===== src/rtl/alu_seq_pkg.sv =====
// rtl/alu_seq_pkg.sv - shared defaults, state encoding and entry width for the ALU op sequencer
//
// Purpose : defaults for queue depth and field widths, the sequencer state
//           encoding, and the width of one queued {func, operand A} entry.
// Ports   : none (package).

package alu_seq_pkg;

  localparam int DEPTH_DEF   = 8;
  localparam int OPW_DEF     = 3;
  localparam int AW_DEF      = 4;
  localparam int ENTRY_W_DEF = OPW_DEF + AW_DEF;

  typedef enum logic [1:0] {
    IDLE  = 2'd0,
    ISSUE = 2'd1,
    GAP   = 2'd2,
    DONE  = 2'd3
  } seq_state_t;

endpackage


===== src/rtl/rise_detect.sv =====
// rtl/rise_detect.sv - registered rising-edge detector for a level input
//
// Purpose : flags the first cycle of a 0->1 transition of sig_i, comparing
//           against the level registered on the previous clock.
// Ports   : clk    - rising-edge clock
//           resetn - synchronous active-low reset
//           sig_i  - level input
//           rise_o - high for the one cycle in which sig_i rises

module rise_detect (
  input  logic clk,
  input  logic resetn,
  input  logic sig_i,
  output logic rise_o
);

  logic prev_q, prev_d;
  logic arm_q, arm_d;

  // arm_q records that the input has been seen low since reset, so a level
  // that is already high when reset releases is not mistaken for an edge.
  always_comb begin
    prev_d = sig_i;
    arm_d  = arm_q | ~sig_i;
  end

  always_ff @(posedge clk) begin
    if (!resetn) begin
      prev_q <= 1'b0;
      arm_q  <= ~sig_i;
    end else begin
      prev_q <= prev_d;
      arm_q  <= arm_d;
    end
  end

  assign rise_o = sig_i & ~prev_q & arm_q;

endmodule


===== src/rtl/alu_op_sequencer.sv =====
// rtl/alu_op_sequencer.sv - queues {func, operand A} pairs and replays them to an ALU
//
// Purpose : Push edges fill a small queue; a Start edge replays every entry
//           in write order, one ALU operation every other cycle, ending with
//           a one-cycle Done pulse. Replay leaves the queue intact.
// Ports   : Clock, Restn        - clock, synchronous active-low reset
//           Push, Start, Clear  - level controls (Push/Start act on rising edges)
//           Op_in, A_in         - entry to enqueue
//           Func, A_out, Load   - registered issue interface to the ALU
//           Busy, Done          - replay status
//           Count, Full, Empty, Ovf - queue status

module alu_op_sequencer
  import alu_seq_pkg::*;
#(
  parameter int DEPTH = DEPTH_DEF,
  parameter int OPW   = OPW_DEF,
  parameter int AW    = AW_DEF
) (
  input  logic           Clock,
  input  logic           Restn,
  input  logic           Push,
  input  logic           Start,
  input  logic           Clear,
  input  logic [OPW-1:0] Op_in,
  input  logic [AW-1:0]  A_in,
  output logic [OPW-1:0] Func,
  output logic [AW-1:0]  A_out,
  output logic           Load,
  output logic           Busy,
  output logic           Done,
  output logic [3:0]     Count,
  output logic           Full,
  output logic           Empty,
  output logic           Ovf
);

  localparam int EW = OPW + AW;
  localparam int IW = (DEPTH > 1) ? $clog2(DEPTH) : 1;
  localparam logic [3:0] DEPTH_C = 4'(DEPTH);

  logic       push_rise;
  logic       start_rise;

  seq_state_t     state_q, state_d;
  logic [3:0]     idx_q, idx_d;
  logic [3:0]     count_q, count_d;
  logic [OPW-1:0] func_q, func_d;
  logic [AW-1:0]  a_q, a_d;
  logic           load_q, load_d;
  logic           done_q, done_d;
  logic           ovf_q, ovf_d;

  logic [EW-1:0]  mem_q [DEPTH];
  logic [EW-1:0]  rd_entry;
  logic           wr_en;
  logic           full;
  logic           start_ok;

  rise_detect u_push_rise (
    .clk    (Clock),
    .resetn (Restn),
    .sig_i  (Push),
    .rise_o (push_rise)
  );

  rise_detect u_start_rise (
    .clk    (Clock),
    .resetn (Restn),
    .sig_i  (Start),
    .rise_o (start_rise)
  );

  assign full     = (count_q == DEPTH_C);
  // An accepted Start takes priority over a Push edge in the same cycle.
  assign start_ok = (state_q == IDLE) && start_rise && (count_q != 4'd0);

  // State register
  always_ff @(posedge Clock) begin
    if (!Restn) begin
      state_q <= IDLE;
      idx_q   <= '0;
    end else begin
      state_q <= state_d;
      idx_q   <= idx_d;
    end
  end

  // Next-state logic
  always_comb begin
    state_d = state_q;
    idx_d   = idx_q;
    if (Clear) begin
      state_d = IDLE;
      idx_d   = '0;
    end else begin
      case (state_q)
        IDLE: begin
          if (start_ok) begin
            state_d = ISSUE;
            idx_d   = '0;
          end
        end
        ISSUE: state_d = GAP;
        GAP: begin
          // Count cannot change while busy, so count_q >= 1 here.
          if (idx_q < (count_q - 4'd1)) begin
            state_d = ISSUE;
            idx_d   = idx_q + 4'd1;
          end else begin
            state_d = DONE;
          end
        end
        DONE:    state_d = IDLE;
        default: state_d = IDLE;
      endcase
    end
  end

  // Output logic: next values of the registered issue outputs, keyed on the
  // state being entered so Load/Func/A_out line up in the ISSUE cycle.
  assign rd_entry = mem_q[idx_d[IW-1:0]];

  always_comb begin
    load_d = (state_d == ISSUE);
    done_d = (state_d == DONE);
    func_d = func_q;
    a_d    = a_q;
    if (state_d == ISSUE) begin
      {func_d, a_d} = rd_entry;
    end
  end

  // Queue bookkeeping: pushes are honoured only in IDLE.
  always_comb begin
    count_d = count_q;
    ovf_d   = ovf_q;
    wr_en   = 1'b0;
    if (Clear) begin
      count_d = '0;
      ovf_d   = 1'b0;
    end else if ((state_q == IDLE) && push_rise && !start_ok) begin
      if (full) begin
        ovf_d = 1'b1;
      end else begin
        wr_en   = 1'b1;
        count_d = count_q + 4'd1;
      end
    end
  end

  always_ff @(posedge Clock) begin
    if (!Restn) begin
      count_q <= '0;
      ovf_q   <= 1'b0;
      load_q  <= 1'b0;
      done_q  <= 1'b0;
      func_q  <= '0;
      a_q     <= '0;
    end else begin
      count_q <= count_d;
      ovf_q   <= ovf_d;
      load_q  <= load_d;
      done_q  <= done_d;
      func_q  <= func_d;
      a_q     <= a_d;
    end
  end

  // Queue storage is deliberately not reset.
  always_ff @(posedge Clock) begin
    if (Restn && wr_en) begin
      mem_q[count_q[IW-1:0]] <= {Op_in, A_in};
    end
  end

  assign Func  = func_q;
  assign A_out = a_q;
  assign Load  = load_q;
  assign Done  = done_q;
  assign Busy  = (state_q != IDLE);
  assign Count = count_q;
  assign Full  = full;
  assign Empty = (count_q == 4'd0);
  assign Ovf   = ovf_q;

endmodule


===== config.mk =====
export PLATFORM = sky130hd
export DESIGN_NAME = alu_op_sequencer
export DESIGN_NICKNAME = d
export VERILOG_FILES = /design/src/rtl/alu_seq_pkg.sv /design/src/rtl/rise_detect.sv /design/src/rtl/alu_op_sequencer.sv
export SDC_FILE = /design/constraint.sdc
export NUM_CORES = 1
export LEC_CHECK = 0
export ABC_AREA = 1
export BUFFER_PORTS_ARGS = -buffer_cell sky130_fd_sc_hd__buf_4
export CORE_MARGIN = 2
export CORE_UTILIZATION = 40
export CTS_BUF_LIST = sky130_fd_sc_hd__clkbuf_4 sky130_fd_sc_hd__clkbuf_8
export DETAILED_ROUTE_END_ITERATION = 8
export PLACE_DENSITY = 0.61
export SLEW_MARGIN = 20
export SYNTH_ARGS = -nofsm -noshare
export SYNTH_HDL_FRONTEND = slang
export SYNTH_HIERARCHICAL = 1
export SYNTH_SLANG_ARGS = --single-unit
export TNS_END_PERCENT = 100

===== constraint.sdc =====
create_clock -name Clock -period 3.35 [get_ports Clock]
set_input_delay 1.005 -clock Clock [delete_from_list [all_inputs] [get_ports Clock]]
set_output_delay 1.005 -clock Clock [all_outputs]
set_load 0.05 [all_outputs]

==> impl_metrics.csv <==
group,metric,value,unit
drt,first_pass_iters,5,
hold_path,hold_start,"u_push_rise/arm_q",
power,p_per_area,442,mW/mm²
power,p_switching,430,µW
clock_tree,cts_sinks,80,
grt,grt_use_total,0.169,
synthesis,synth_top_cells_by_count,"81 x inv_1, 61 x nand2_1, 60 x nand3_1",
drt,avgRoutedWirePerCell,14.9,µm
placement,gp_congestion,0.837,
drt,num_vias,2804,
grt,antenna_found_initial,0,
floorplan,io-pin-count,29,
worst_setup_path,reg2reg_depth,14,
clock_tree,htreeDepth,3,
clock_tree,hold_buffers,0,
sta,slew_viol_final,0,
synthesis,avgSynthCellArea,9.40,µm²
clock_tree,clockBufferDepth,2,
worst_setup_path,r2r_end,"A_out[0]",
power,ir_drop,341,µV
worst_setup_path,worstSetupPathType,"register to register",
floorplan,initial_utilization,0.415,
sta,worst_slew_pin_slew,0.821,ns
drt,vias_per_cell,5.16,
synthesis,syn-cell-area,0.00366,mm²
worst_setup_path,cp-start-kind,"register",
power,total_power,1870,µW
power,p_int,1440,µW
synthesis,ys_seq_elements,80,
worst_setup_path,timing.rr.start,"Count[1]",
power,power_frac_comb,0.048,
worst_setup_path,cp_slowest_cell,"dfxtp_1",
worst_setup_path,crit_chain,"inv_1, nand3_1, xor2_1, ha_1, a21oi_1, nand3_1, nand2_1, nand3_2, buf_4, nand2_1, nand3_1, nand3_1, nand3_1, a21oi_1",
synthesis,synth_top_area_frac,0.460,
final_layout,fill_cells,817,
drt,drtIter0Drc,178,
clock_tree,cts_setup_buffers,0,
clock_tree,cts_resized,0,
placement,hpwl,5360,µm
sta,fin_crit_sh,0.889,
drt,postRouteAntennaNets,0,
hold_path,min_path_type,"register to register",
sta,setup_viol,0,
final_layout,layout.nets,448,
grt,grt_max_degree,30,
sta,hold_viol_final,0,
job,maxCapViolations,0,
synthesis,synth_area_leaders,"edfxtp_1 46%, dfxtp_1 13%, inv_1 8.3%",
final_layout,areaGrowthSynthToFinish,15.8,%
power,p_leak,0.00186,µW
sta,fin_tns_setup,0,ns
worst_setup_path,cp-end-kind,"register",
hold_path,hold_end,"u_push_rise/arm_q",
synthesis,synth_top_cell_by_area,"edfxtp_1",
hold_path,holdPathStages,2,
drt,drc,0,
worst_setup_path,arrival,3.27,ns
clock_tree,cts_buffers,9,
sta,max_freq,336,MHz
grt,grt_pass1_wl,12800,µm
sta,slew_headroom,0.451,
sta,setup_ws,0.372,ns
synthesis,yosysSeqAreaShare,0.591,
worst_setup_path,crit_top_cell,"nand3_1",
synthesis,synth_fp_nets,407,
clock_tree,clkTransAtPathRegs,0.09,ns
floorplan,rows,34,
synthesis,netlist_instances,389,
sta,rsz0062_at_grt,"false",
clock_tree,clk_latency,0.36,ns
clock_tree,cts_tree,"done",
placement,portBuffers,28,
worst_setup_path,max_stage_delay,0.47,ns
synthesis,synth_warnings,6,
worst_setup_path,cp_data_required_time,3.64,ns
synthesis,yosysUniqueCellTypes,27,
floorplan,die_y,99.6,µm
floorplan,core_area,0.00881,mm²
power,pwr-share-seq,0.569,
synthesis,synth_edf_count,56,
sta,fin_skew,0.0108,ns
final_layout,drive_above_1_share,0.163,
sta,finalCriticalPeriod,2.98,ns
power,swShare,0.230,
synthesis,async_flop_share,0,
grt,overflow,0,
worst_setup_path,cp_max_fo,22,
synthesis,synth_most_common_cell,"inv_1",
outcome,status,"finished, final reports clean",
worst_setup_path,ff2ff_setup_slack,0.37,ns
grt,grt_pass1_vias,2627,
final_layout,diodes,0,
power,clkPwrFrac,0.383,
drt,wl,8110,µm
clock_tree,cts-root-buf,"clkbuf_8",
floorplan,die_w,99.6,µm
floorplan,dieArea,0.00992,mm²
placement,place_ws,0.361,ns
synthesis,synth_flop_cell,"edfxtp_1",
final_layout,instances_no_fill,543,
placement,dpl.cell_count,527,
through the flow:
| stage | hold WS, ns | utilization | cell area (µm²) |
|---|---|---|---|
| floorplan | 0.414 | - | 3660 |
| global placement | 0.425 | 0.458 | 4030 |
| detailed placement | 0.432 | 0.458 | 4030 |
| CTS | 0.444 | 0.481 | 4240 |
| global route | 0.480 | 0.481 | 4240 |
| finish | 0.441 | 0.481 | 4240 |
placed cells by master, fill, tap and decap left out:
master,count
inv_6,3
a31oi_1,1
a21oi_1,11
inv_2,2
nand2_4,2
nor2_4,1
nor4_1,1
o21ai_1,1
xor2_1,1
dfxtp_1,24
clkinvlp_4,3
ha_1,6
nand3_2,2
o21ai_0,3
clkbuf_8,9
nand2_2,2
nand4_1,30
xnor2_1,1
a21oi_2,1
buf_4,45
nand2_1,61
nor3_1,8
o211ai_1,1
edfxtp_1,56
bufinv_16,1
nor2_1,18
nand3_1,60
inv_1,81
state kept, by name, indices dropped and copies added (netlist names):
register / flops
u_start_rise/prev_q: 1
state_q: 2
u_start_rise/arm_q: 1
mem_q: 56
Func: 3
A_out: 4
Count: 4
u_push_rise/arm_q: 1
Done: 1
Ovf: 1
Load: 1
idx_q: 4
u_push_rise/prev_q: 1
cells by family (layout without fill, tap and decap cells):
family / count (synthesis) / in the layout / share of synthesized area
and+or+nand+nor: 185 / 185 / 0.245
buffers and inverters: 98 / 144 / 0.112
DFF: 80 / 80 / 0.591
AOI/OAI and AO/OA: 18 / 18 / 0.0267
adders and majority gates: 6 / 6 / 0.0205
xor gates and xnor gates: 2 / 2 / 0.00479
metal layers:
layer | GRT usage | vias to the layer above | share of wire
met2 | 0.284 | 98 | 0.48
met4 | 0.0643 | 0 | 0.015
met1 | 0.214 | 1319 | 0.43
li1 | - | 1375 | -
met3 | 0.0379 | 12 | 0.073
met5 | 0 | - | 0
final cells by class:
class                      instances  area (µm²)  area share
sequential                        80        2160       0.510
multi-input combinational        211        1090       0.257
timing repair buffer              45         338      0.0797
inverter                          83         312      0.0735
tap                              108         135      0.0319
clock buffer                       9         124      0.0292
clock inverter                     7        78.8      0.0186
power groups by stage:
| stage | logic, µW | registers (µW) | clock network (µW) |
|---|---|---|---|
| finish | 89.8 | 1070 | 716 |
| global route | 98.9 | 1070 | 767 |
| CTS | 90.2 | 1070 | 733 |
| detailed placement | 89.9 | 1090 | 0 |
| global placement | 88.1 | 1090 | 0 |
| floorplan | 40.6 | 1100 | 0 |
worst max-delay path: cells and delay by family (launching register included):
| family | cells | cell delay (ns) |
|---|---|---|
| xor+xnor | 1 | 0.17 |
| compound gates | 2 | 0.43 |
| buf+inv | 2 | 0.47 |
| simple gates | 8 | 1.10 |
| flops | 1 | 0.47 |
| fa+ha+maj | 1 | 0.26 |
how the worst max path moves through the flow:
stage,start,end,slack [ns],cells after the start
6_report,Count[1],A_out[0],0.37,14
3_5_place_dp,Restn,mem_q[7][4],0.36,5
2_1_floorplan,Count[0],A_out[0],0.48,14
3_3_place_gp,Restn,mem_q[7][4],0.44,5
4_1_cts,Count[1],Func[2],0.41,14
5_1_grt,Count[1],A_out[0],0.05,14
(Power assumes the default switching activity.)
